<file path="src/rtl/ram_port_arbiter.sv">
// rtl/ram_port_arbiter.sv - two-requester round-robin arbiter in front of one RAM port
// Registered RAM command outputs; read data returned in issue order through a tag pipe.
module ram_port_arbiter #(
  parameter int AW     = 8,
  parameter int DW     = 8,
  parameter int RD_LAT = 1
) (
  input  logic          clk,
  input  logic          rst_n,
  input  logic          req0,
  input  logic          we0,
  input  logic [AW-1:0] addr0,
  input  logic [DW-1:0] wdata0,
  output logic          gnt0,
  output logic          rvalid0,
  output logic [DW-1:0] rdata0,
  input  logic          req1,
  input  logic          we1,
  input  logic [AW-1:0] addr1,
  input  logic [DW-1:0] wdata1,
  output logic          gnt1,
  output logic          rvalid1,
  output logic [DW-1:0] rdata1,
  output logic [AW-1:0] ram_a,
  output logic [DW-1:0] ram_wd,
  output logic          ram_we,
  input  logic [DW-1:0] ram_rdata,
  output logic          busy
);

  logic          r_gnt0;
  logic          r_gnt1;
  logic          r_last_id;
  logic          r_ram_we;
  logic [AW-1:0] r_ram_a;
  logic [DW-1:0] r_ram_wd;
  logic          r_rvalid0;
  logic          r_rvalid1;
  logic [DW-1:0] r_rdata0;
  logic [DW-1:0] r_rdata1;
  logic [RD_LAT:0] r_tag_v;
  logic [RD_LAT:0] r_tag_id;

  logic          w_elig0;
  logic          w_elig1;
  logic          w_acc0;
  logic          w_acc1;
  logic          w_acc;
  logic          w_cmd_we;
  logic [AW-1:0] w_cmd_a;
  logic [DW-1:0] w_cmd_wd;
  logic          w_push_v;
  logic          w_ret0;
  logic          w_ret1;

  // A requester in its own gnt cycle is still showing the accepted command, so it sits out.
  assign w_elig0 = req0 & ~r_gnt0;
  assign w_elig1 = req1 & ~r_gnt1;

  // r_last_id names the most recent winner; the other side takes a tie.
  assign w_acc0   = w_elig0 & (~w_elig1 | r_last_id);
  assign w_acc1   = w_elig1 & ~w_acc0;
  assign w_acc    = w_acc0 | w_acc1;

  assign w_cmd_we = w_acc1 ? we1    : we0;
  assign w_cmd_a  = w_acc1 ? addr1  : addr0;
  assign w_cmd_wd = w_acc1 ? wdata1 : wdata0;
  assign w_push_v = w_acc & ~w_cmd_we;

  // Last tag stage lines up with the cycle ram_rdata is valid for that read.
  assign w_ret0 = r_tag_v[RD_LAT] & ~r_tag_id[RD_LAT];
  assign w_ret1 = r_tag_v[RD_LAT] &  r_tag_id[RD_LAT];

  always_ff @(posedge clk) begin
    if (!rst_n) begin
      r_gnt0    <= 1'b0;
      r_gnt1    <= 1'b0;
      r_last_id <= 1'b1;
      r_ram_we  <= 1'b0;
      r_ram_a   <= '0;
      r_ram_wd  <= '0;
      r_rvalid0 <= 1'b0;
      r_rvalid1 <= 1'b0;
      r_rdata0  <= '0;
      r_rdata1  <= '0;
      r_tag_v   <= '0;
      r_tag_id  <= '0;
    end else begin
      r_gnt0   <= w_acc0;
      r_gnt1   <= w_acc1;
      r_ram_we <= w_acc & w_cmd_we;
      if (w_acc) begin
        r_ram_a   <= w_cmd_a;
        r_ram_wd  <= w_cmd_wd;
        r_last_id <= w_acc1;
      end
      r_tag_v   <= {r_tag_v[RD_LAT-1:0], w_push_v};
      r_tag_id  <= {r_tag_id[RD_LAT-1:0], w_acc1};
      r_rvalid0 <= w_ret0;
      r_rvalid1 <= w_ret1;
      if (w_ret0) begin
        r_rdata0 <= ram_rdata;
      end
      if (w_ret1) begin
        r_rdata1 <= ram_rdata;
      end
    end
  end

  assign gnt0    = r_gnt0;
  assign gnt1    = r_gnt1;
  assign ram_a   = r_ram_a;
  assign ram_wd  = r_ram_wd;
  assign ram_we  = r_ram_we;
  assign rvalid0 = r_rvalid0;
  assign rvalid1 = r_rvalid1;
  assign rdata0  = r_rdata0;
  assign rdata1  = r_rdata1;
  assign busy    = |r_tag_v;

endmodule

</file>
<file path="config.mk">
export PLATFORM = sky130hd
export DESIGN_NAME = ram_port_arbiter
export DESIGN_NICKNAME = d
export VERILOG_FILES = /design/src/rtl/ram_port_arbiter.sv
export SDC_FILE = /design/constraint.sdc
export NUM_CORES = 1
export LEC_CHECK = 0
export CAP_MARGIN = 10
export CORE_MARGIN = 4
export CORE_UTILIZATION = 41
export DETAILED_ROUTE_END_ITERATION = 12
export MAX_ROUTING_LAYER = met4
export PLACE_DENSITY = 0.81
export SLEW_MARGIN = 0
export SYNTH_ARGS = -nofsm -noshare
export SYNTH_HDL_FRONTEND = slang
export SYNTH_SLANG_ARGS = --single-unit
</file>
<file path="constraint.sdc">
create_clock -name clk -period 1.3 [get_ports clk]
set_input_delay 0.26 -clock clk [delete_from_list [all_inputs] [get_ports clk]]
set_output_delay 0.26 -clock clk [all_outputs]
set_load 0.03 [all_outputs]
</file>
; ---- Word-level counts from Yosys, hierarchy flattened
; Index checks and enable logic that the tools add are counted.
[op_classes]
addsub = 0
mul = 0
n_div = 0
order_cmp = 0
n_eq_ne = 0
n_shift = 0
n_mux = 3
bitwise = 16
n_reduce_logical = 1
[ops]
columns = cell, n
row1 = two-way mux 8 bit, 2
row2 = AND 1 bit, 8
row3 = inverter 1 bit, 6
row4 = bitwise OR 1 bit, 2
row5 = OR reduction 2 bit, 1
row6 = two-way mux 1 bit, 1
[totals]
register_bits = 42
latchBits = 0
mem_bits_rw = 0
rom_bits = 0
inputBits = 46
output_inout_bits = 38
word_cells = 32
mem_count = 0

; ---- Depth between registers and ports, before layout
; Gate-level depths: netlist of run 1.
[logic_depth]
depth_word = 10
mapped_depth = 5
ltp_nobuf = 3

; ---- Worst setup path before layout of run 1
; No wires, ideal clock.
[synth_path]
path_type = flip-flop to flip-flop
start = register r_tag_id[0] (netlist name)
end = register r_ram_a[0], in the netlist ram_a[0]
setup_ns = 0.128
arrival_time_ns = 1.147
required_ns = 1.172
slack_ns = 0.024
path_stages_with_launch = 6
n_path_buf = 2
synth_period_minus_slack_ns = 1.276
cell_sequence = dfxtp_1 nand2b_1 buf_6 buf_6 o2111ai_1 o211ai_2
[synth_lines]
columns = element, line_no
row1 = "end signal, assigned", 93  ; r_ram_a <= w_cmd_a;
row2 = "end, declared", 35  ; logic [AW-1:0] r_ram_a;

; ---- Worst setup path in the final report of run 1
[layout_path]
start = register r_ram_a[6], in the netlist ram_a[6]
end = output port ram_a[6]
[layout_lines]
columns = element, line_no
row1 = "end, declared", 24  ; output logic [AW-1:0] ram_a,
; No word-level cell between the ends.

==> results of run 1 <==
==> power by group through the flow <==
stage	clock network, uW	logic, uW	registers (uW)
6_report	907	721	1370
3_3_place_gp	0	726	1400
4_1_cts	927	723	1370
5_1_grt	991	771	1380
2_1_floorplan	0	259	1520
3_5_place_dp	0	734	1400
==> metrics by stage <==
stage                     TNS [ns]  worst slack [ns]  instances
after floorplan                  0            0.0242        195
after global placement       -3.74            -0.214        328
after detailed placement     -4.43            -0.270        328
after CTS                        0          0.000824        339
after global routing             0          0.000671        339
final                            0            0.0319        339
==> cells in the mapped netlist (2+ instances only) <==
master and n:
nor2b_1 2, buf_4 2, a21boi_0 14, o2111ai_1 16, buf_6 4, clkbuf_1 4
and2_1 3, nand3_1 9, dfxtp_1 41, nand2_1 25, nand4_1 16, a21boi_1 2
buf_2 10, and3_1 2, inv_1 17, o211ai_2 10, o211ai_1 6, nand2b_1 2
==> path summary, 6_finish.rpt <==
| check | slack (ns) | depth (start not counted) | start | end |
|---|---|---|---|---|
| max | 0.03 | 1 | ram_a[6]$_SDFFE_PN0P_ | ram_a[6] |
| min | 0.46 | 2 | rdata0[0]$_SDFFE_PN0P_ | rdata0[0]$_SDFFE_PN0P_ |
| max reg2reg | 0.12 | 5 | r_tag_id[0]$_SDFF_PN0_ | ram_a[7]$_SDFFE_PN0P_ |
| min reg2reg | 0.46 | 2 | rdata0[0]$_SDFFE_PN0P_ | rdata0[0]$_SDFFE_PN0P_ |
==> state kept, by name (all words and copies together) (netlist names) <==
name / flops
gnt0: 1
r_last_id: 1
r_tag_id: 2
r_tag_v: 2
ram_a: 8
ram_wd: 8
ram_we: 1
rdata0: 8
rdata1: 8
rvalid0: 1
rvalid1: 1
==> repair_timing <==
action                                 4_1_cts  5_1_grt
pin swaps                                    0        1
setup endpoints to repair                   32       35
buffers inserted                             3        0
gates resized for setup                     43       32
endpoints found under the hold margin        0        0
==> layer usage <==
| metal | share of wire [%] | wire length [um] |
|---|---|---|
| met3 | 5.4 | 286 |
| met1 | 43 | 2270 |
| met4 | 0.49 | 26 |
| met5 | 0 | 0 |
| met2 | 51 | 2690 |
==> final cells by class <==
| cell class | count | area share, % |
|---|---|---|
| tap | 52 | 2.27 |
| clock inverter | 1 | 0.175 |
| timing repair buffer | 104 | 34.3 |
| sequential | 41 | 28.8 |
| inverter | 17 | 2.23 |
| clock buffer | 7 | 3.37 |
| multi-input combinational | 117 | 28.8 |
==> cell families after synthesis <==
group                  after synthesis  synth area share [%]
AND/OR/NAND/NOR                     64                  19.4
AO/OA/AOI/OAI                       53                  25.5
flip-flops                          41                  44.8
buffers and inverters               37                  10.3
==> results.toml, run 1 <==
[floorplan]
die_w_um = 74.8
dieArea_sq_um = 5600
initial_core_util_pct = 42.1
die_y_um = 74.8
ios = 84
core_sq_um = 4350
num_rows = 24

[layout]
insertedDiodeCount = 0
nNetsFinal = 332
layout_common_cells = "clkdlybuf4s50_1 (45), dfxtp_1 (40), nand2_1 (25), buf_4 (22), inv_1 (17)"
fin_area_sq_um = 2860
mostFrequentLayoutCell = "clkdlybuf4s50_1"
regArea_sq_um = 825
drive_gt1_share_pct = 22.3
multi_input_area_sq_um = 825
postLayoutCoreUtil_pct = 65.7
syn_to_final_growth_pct = 56.2
fillCellCount = 356

[worst_setup_path]
slowest_stage = "dlygate4sd2_1"
crit_type = "flop to primary output"
crit_family = "buffers and inverters"
end_kind = "primary output"
cp_data_arrival_time_ns = 1.01
cp_num_buf_inv = 1
cp-start-kind = "flop"
cp_slowest_stage_delay_ns = 0.39
crit_fanout = 2
required_ns = 1.04
cp_cell_sequence = "dlygate4sd2_1"

[route]
ant_nets = 0
drcViolationCount = 0
drt-total-wl_um = 5280
dr_total_vias = 1789
first_pass_iters = 4
wl_per_cell_um = 15.6
via_per_inst = 5.28
drtIter0Drc = 118

[place]
place_hpwl_um = 3920
gp_congestion = 0.816
portBuffers = 83
place_area_sq_um = 2770

[sta]
setup_viol = 0
period_share_pct = 97.5
drv_slew = 0
fin_skew_ns = 0.00455
fin_crit_ns = 1.27
holdWs_ns = 0.457
slew_headroom_pct = 79.0
rsz0062_at_grt = "false"
hold_viol = 0
tightest_slew_ns = 0.317
clock.fmax_mhz = 789

[yosys]
synthArstFlopShare_pct = 0
yosys_warnings = 0
syn_avg_cell_area_sq_um = 9.39
ys_seq_elements = 41
synth.net_count = 241
synthTopCellsByArea = "dfxtp_1 (45%), o2111ai_1 (7.7%), o211ai_2 (6.8%), a21boi_0 (5.7%), nand4_1 (5.5%)"
synth_edf_count = 0
synth_cell_types = 28
synth_ff_type = "dfxtp_1"
synth_top_area_cell = "dfxtp_1"
netlist_instances = 195
synth_top_area_share_pct = 44.8
syn_area_sq_um = 1830
synth-seq-area-share_pct = 44.8

[outcome]
status = "finished clean"

[global_route]
grt_pass1_wl_um = 8160
grt_max_degree = 29
grtUsageTotal_pct = 19.7
met3_usage_pct = 5.07
met2_usage_pct = 32.8
met1_usage_pct = 24.0
antenna_found_initial = 0
grt-busiest-layer = "met2"
grt_overflow_total = 0
grt_pass1_vias = 1675

[power_and_ir_drop]
pwr-share-clk_pct = 30.3
p_seq_share_pct = 45.6
powerDensity_nw_per_um2 = 1050
netSwitchingFraction_pct = 28.3
power_frac_comb_pct = 24.1
p_sw_uw = 847
leakagePower_uw = 0.00116
power_uw = 3000
ir_drop_mv = 0.516
internal_power_uw = 2150

[clocking]
postCtsHoldBufs = 0
cts.clk_slew.worst_paths_ns = 0.08
clk_path_buf_depth = 2
cts_root_buf = "clkbuf_8"
insertion_delay_ns = 0.29
htreeDepth = 2
tritoncts = "built"
clock_sinks = 41
numCtsBuffers = 5

[flow_run]
cap_violations = 0

[min_path]
holdCritPathClass = "flop to flop"
Power figures use the tool's default switching activity.
==> inputs of run 2 (changes only) <==
--- a/config.mk
+++ b/config.mk
@@ -5,6 +5,7 @@
 export SDC_FILE = /design/constraint.sdc
 export NUM_CORES = 1
 export LEC_CHECK = 0
+export ABC_AREA = 0
 export CAP_MARGIN = 10
 export CORE_MARGIN = 4
 export CORE_UTILIZATION = 41
@@ -15,3 +16,4 @@
 export SYNTH_ARGS = -nofsm -noshare
 export SYNTH_HDL_FRONTEND = slang
 export SYNTH_SLANG_ARGS = --single-unit
+export TNS_END_PERCENT = 20
==> run 2 against run 1 <==
First-iteration DRC count is 11% higher. Global-route usage is 0.31 points lower. Register-to-register slack worse by 0.03 ns. Clock-buffer cell count stayed put. Cell count is 1.2% higher. Sequential power hardly changed. Routed wire length is 0.72% higher. Critical path depth stayed put. Clock power is 0.6% higher. Hold slack hardly changed. Die area stayed put. Highest routed layer unchanged.
==> results.toml, run 2 (same netlist as run 1, synthesis figures left out) <==
[layout]
insertedDiodeCount = 0
syn_to_final_growth_pct = 57.3
instances_no_fill = 343
mostFrequentLayoutCell = "clkdlybuf4s50_1"
layout_common_cells = "clkdlybuf4s50_1 (45), dfxtp_1 (39), buf_4 (28), nand2_1 (25)"
drive_gt1_share_pct = 23.4
nNetsFinal = 336
postLayoutCoreUtil_pct = 66.2

[clocking]
clock_sinks = 41
numCtsBuffers = 5
postCtsHoldBufs = 0
htreeDepth = 2
cts_root_buf = "clkbuf_8"
cts.clk_slew.worst_paths_ns = 0.08
clk_path_buf_depth = 2
insertion_delay_ns = 0.29
tritoncts = "built"

[min_path]
holdCritPathClass = "flop to flop"
min_from = "rdata0[0]$_SDFFE_PN0P_"

[global_route]
grtUsageTotal_pct = 19.4
antenna_found_initial = 0
grt_overflow_total = 0
grt_pass1_vias = 1647
grt_max_degree = 29
grt_pass1_wl_um = 8020

[worst_setup_path]
slowest_stage = "dlygate4sd2_1"
required_ns = 1.04
crit_family = "buffers and inverters"
cp_slowest_stage_delay_ns = 0.39
cp_cell_sequence = "dlygate4sd2_1"
rr_startpoint = "r_tag_id[0]$_SDFF_PN0_"
cp-start-kind = "flop"
cp_data_arrival_time_ns = 1.01
end_kind = "primary output"
crit_type = "flop to primary output"
crit_fanout = 2
cp_num_buf_inv = 1
crit_start = "ram_a[6]$_SDFFE_PN0P_"

[place]
dp_cells = 328
gp_congestion = 0.816
place_hpwl_um = 3920
post-place-ws_ns = -0.270
portBuffers = 83

[sta]
drv_slew = 0
setup_viol = 0
fin_crit_ns = 1.27
period_share_pct = 97.5
tns_ns = 0
holdWs_ns = 0.457
slew_headroom_pct = 78.9
hold_viol = 0
clock.fmax_mhz = 789
fin_skew_ns = 0.00500
layout_setup_ws_ns = 0.0319
tightest_slew_ns = 0.318
rsz0062_at_grt = "true"

[floorplan]
die_y_um = 74.8
num_rows = 24
die_w_um = 74.8
ios = 84
dieArea_sq_um = 5600
core_sq_um = 4350
initial_core_util_pct = 42.1

[flow_run]
cap_violations = 0

[route]
ant_nets = 0
dr_total_vias = 1812
drtIter0Drc = 131
first_pass_iters = 4
drcViolationCount = 0
wl_per_cell_um = 15.5
via_per_inst = 5.28
drt-total-wl_um = 5320

[power_and_ir_drop]
leakagePower_uw = 0.00117
ir_drop_mv = 0.519
powerDensity_nw_per_um2 = 1040

[outcome]
status = "finished clean"
run 2: changes by cell type in the layout (fill, tap and decap cells not counted), sizes merged:
cell and change:
buf +4, clkdlybuf4s15 +1, clkbuf -1
run 2: final timing paths:
path	endpoint	slack [ns]	cells after the start
min reg2reg	rdata0[0]$_SDFFE_PN0P_	0.46	2
max	ram_a[6]	0.03	1
min	rdata0[0]$_SDFFE_PN0P_	0.46	2
max reg2reg	ram_wd[5]$_SDFFE_PN0P_	0.09	5
run 2: metal layers:
layer / up-vias / track usage (%) / wire (um)
met1: 863 / 24.5 / 2240
met2: 53 / 31.1 / 2730
met3: 2 / 5.07 / 321
met5: - / - / 0
met4: 0 / 4.15 / 26
li1: 894 / - / -
run 2: timing repair:
item	4_1_cts	5_1_grt
setup buffers	0	7
setup endpoints to repair	32	44
gates cloned	0	0
endpoints found under the hold margin	0	0
pin swaps	0	1
resized for setup	40	34
run 2: where the power goes:
| group | total [uW] | internal (uW) | leakage, uW | switching (uW) |
|---|---|---|---|---|
| logic | 724 | 346 | 0.000777 | 379 |
| registers | 1370 | 1330 | 0.000337 | 40.8 |
| clock network | 912 | 480 | 0.0000542 | 432 |
run 2: final cells by class:
class / count / area, sq um
Clock buffer: 7 / 96.3
Clock inverter: 1 / 5.00
Fill cell: 356 / 1470
Inverter: 17 / 63.8
Multi-Input combinational cell: 117 / 825
Sequential cell: 41 / 826
Tap cell: 52 / 65.1
Timing Repair Buffer: 108 / 1000
run 2: metrics by stage:
step,power (uW),instance area [sq um]
floorplan,1780,1830
global placement,2120,2770
detailed placement,2130,2770
CTS,3000,2840
global route,3140,2880
finish,3000,2880
==> inputs of run 3 (changes only) <==
--- a/config.mk
+++ b/config.mk
@@ -7,7 +7,7 @@
 export LEC_CHECK = 0
 export ABC_AREA = 0
 export CAP_MARGIN = 10
-export CORE_MARGIN = 4
+export CORE_MARGIN = 2
 export CORE_UTILIZATION = 41
 export DETAILED_ROUTE_END_ITERATION = 12
 export MAX_ROUTING_LAYER = met4
==> run 3 against run 2 <==
Sequential power barely moved. Total power shrank 2.9%. Via count is 3.5% lower. Register-to-register slack about the same. Die area fell by 10%. Fmax is 1.4% lower. Non-clock buffer count is 8 lower. Critical path type unchanged. Final area down 3.6%. Clock-buffer cell count down 2. Hold slack lost 0.013 ns. Clock power is 7.2% lower.
==> results.toml, run 3 (same netlist as run 1, synthesis figures left out) <==
[power_and_ir_drop]
leakagePower_uw = 0.00113
powerDensity_nw_per_um2 = 1050
ir_drop_mv = 0.577

[route]
drtIter0Drc = 125
first_pass_iters = 4
drcViolationCount = 0
wl_per_cell_um = 14.7
dr_total_vias = 1748
drt-total-wl_um = 4950
via_per_inst = 5.20
ant_nets = 0

[layout]
nNetsFinal = 329
syn_to_final_growth_pct = 51.6
mostFrequentLayoutCell = "clkdlybuf4s50_1"
drive_gt1_share_pct = 23.2
layout_common_cells = "clkdlybuf4s50_1 (44), dfxtp_1 (40), nand2_1 (25), buf_4 (20), inv_1 (17)"
fillCellCount = 369
fin_area_sq_um = 2780
postLayoutCoreUtil_pct = 64.2
insertedDiodeCount = 0

[sta]
slew_headroom_pct = 75.0
fin_skew_ns = 0.00294
clock.fmax_mhz = 778
hold_viol = 0
setup_viol = 0
period_share_pct = 98.9
drv_slew = 0
tightest_slew_ns = 0.376
fin_crit_ns = 1.29
tns_ns = 0
layout_setup_ws_ns = 0.0140
rsz0062_at_grt = "true"

[worst_setup_path]
cp_slowest_stage_delay_ns = 0.38
cp_cell_sequence = "clkdlybuf4s15_1"
crit_fanout = 2
cp_num_buf_inv = 1
reg2reg_slack_ns = 0.09
rr_startpoint = "r_tag_id[0]$_SDFF_PN0_"
cp_data_arrival_time_ns = 1.03
worst_r2r_path_depth = 4
cp-start-kind = "flop"
required_ns = 1.04
slowest_stage = "clkdlybuf4s15_1"
r2r-end = "ram_a[3]$_SDFFE_PN0P_"
crit_type = "flop to primary output"
crit_family = "buffers and inverters"
end_kind = "primary output"

[global_route]
grt_overflow_total = 0
grt_pass1_vias = 1624
grtUsageTotal_pct = 19.7
grt_max_degree = 21
grt_pass1_wl_um = 7700
antenna_found_initial = 0

[floorplan]
initial_core_util_pct = 42.4
die_w_um = 70.8
die_y_um = 70.8
core_sq_um = 4320
dieArea_sq_um = 5020
num_rows = 24
ios = 84

[flow_run]
cap_violations = 0

[place]
place_hpwl_um = 3540
gp_congestion = 0.781
portBuffers = 83
post-place-ws_ns = -0.284
place_area_sq_um = 2730

[clocking]
htreeDepth = 2
cts.clk_slew.worst_paths_ns = 0.08
numCtsBuffers = 5
clk_path_buf_depth = 2
cts_root_buf = "clkbuf_8"
insertion_delay_ns = 0.29
cts_setup_buffers = 0
tritoncts = "built"
clock_sinks = 41

[outcome]
status = "finished clean"

[min_path]
holdCritPathClass = "input pin to flop"
min_from = "rst_n"
hold_end = "ram_we$_SDFF_PN0_"
min_path_cells = 3
## run 3: changes by cell type in the layout (fill, tap and decap cells not counted), moves of 2 or more
cell             change
clkbuf_2             +6
clkdlybuf4s15_1      -3
clkbuf_8             -2
buf_12               -2
clkinv_4             +2
buf_4                -8
## run 3: final cells by class
cell class                      instances  area, sq um  share of cell area, %
Multi-Input combinational cell        118          847                   30.5
Clock inverter                          3         22.5                  0.811
Timing Repair Buffer                  100          887                   32.0
Inverter                               17         63.8                   2.30
Clock buffer                            5         68.8                   2.48
Sequential cell                        41          822                   29.6
Tap cell                               52         65.1                   2.34
## run 3: where the power goes
group | switching [uW] | total (uW) | internal (uW)
logic | 378 | 703 | 325
clock network | 466 | 846 | 381
registers | 41.1 | 1370 | 1330
total | 885 | 2920 | 2030
## run 3: worst register-to-register path, stage by stage, from the launching register on
cell and delay, ns:
dfxtp_1 0.35, nand2b_1 0.20, buf_12 0.16, o2111ai_1 0.25, o211ai_2 0.13
## run 3: through the flow
stage                     power [uW]  hold slack [ns]  instances
after floorplan                 1780            0.395        195
after global placement          2110            0.429        327
after detailed placement        2120            0.446        327
after CTS                       2920            0.391        335
after global routing            3060            0.444        336
final                           2920            0.443        336
## run 3: worst max path at each step
stage                                   endpoint  cells after the start                   start  slack [ns]
after global placement     ram_a[0]$_SDFFE_PN0P_                      5                    req1       -0.22
final                                  ram_wd[3]                      1  ram_wd[3]$_SDFFE_PN0P_        0.01
after floorplan            ram_a[0]$_SDFFE_PN0P_                      5  r_tag_id[0]$_SDFF_PN0_        0.02
after global routing                   rdata1[0]                      1  rdata1[0]$_SDFFE_PN0P_       -0.01
after CTS                 ram_wd[0]$_SDFFE_PN0P_                      4  r_tag_id[0]$_SDFF_PN0_       -0.02
after detailed placement  ram_wd[7]$_SDFFE_PN0P_                      5                    req1       -0.28
## run 3: timing repair
action	4_1_cts	5_1_grt
setup endpoints to repair	34	46
cloned	0	1
hold buffers	0	0
pin swaps	1	1
gates resized for setup	45	38
## run 3: routing by layer
layer  vias to the layer above  part of all wire (%)  global-route usage [%]
met5                         -                     0                       -
met4                         0                   1.4                    5.45
met3                         8                   5.4                    4.70
met2                        52                    48                    29.8
met1                       807                    45                    26.6
li1                        881                     -                       -
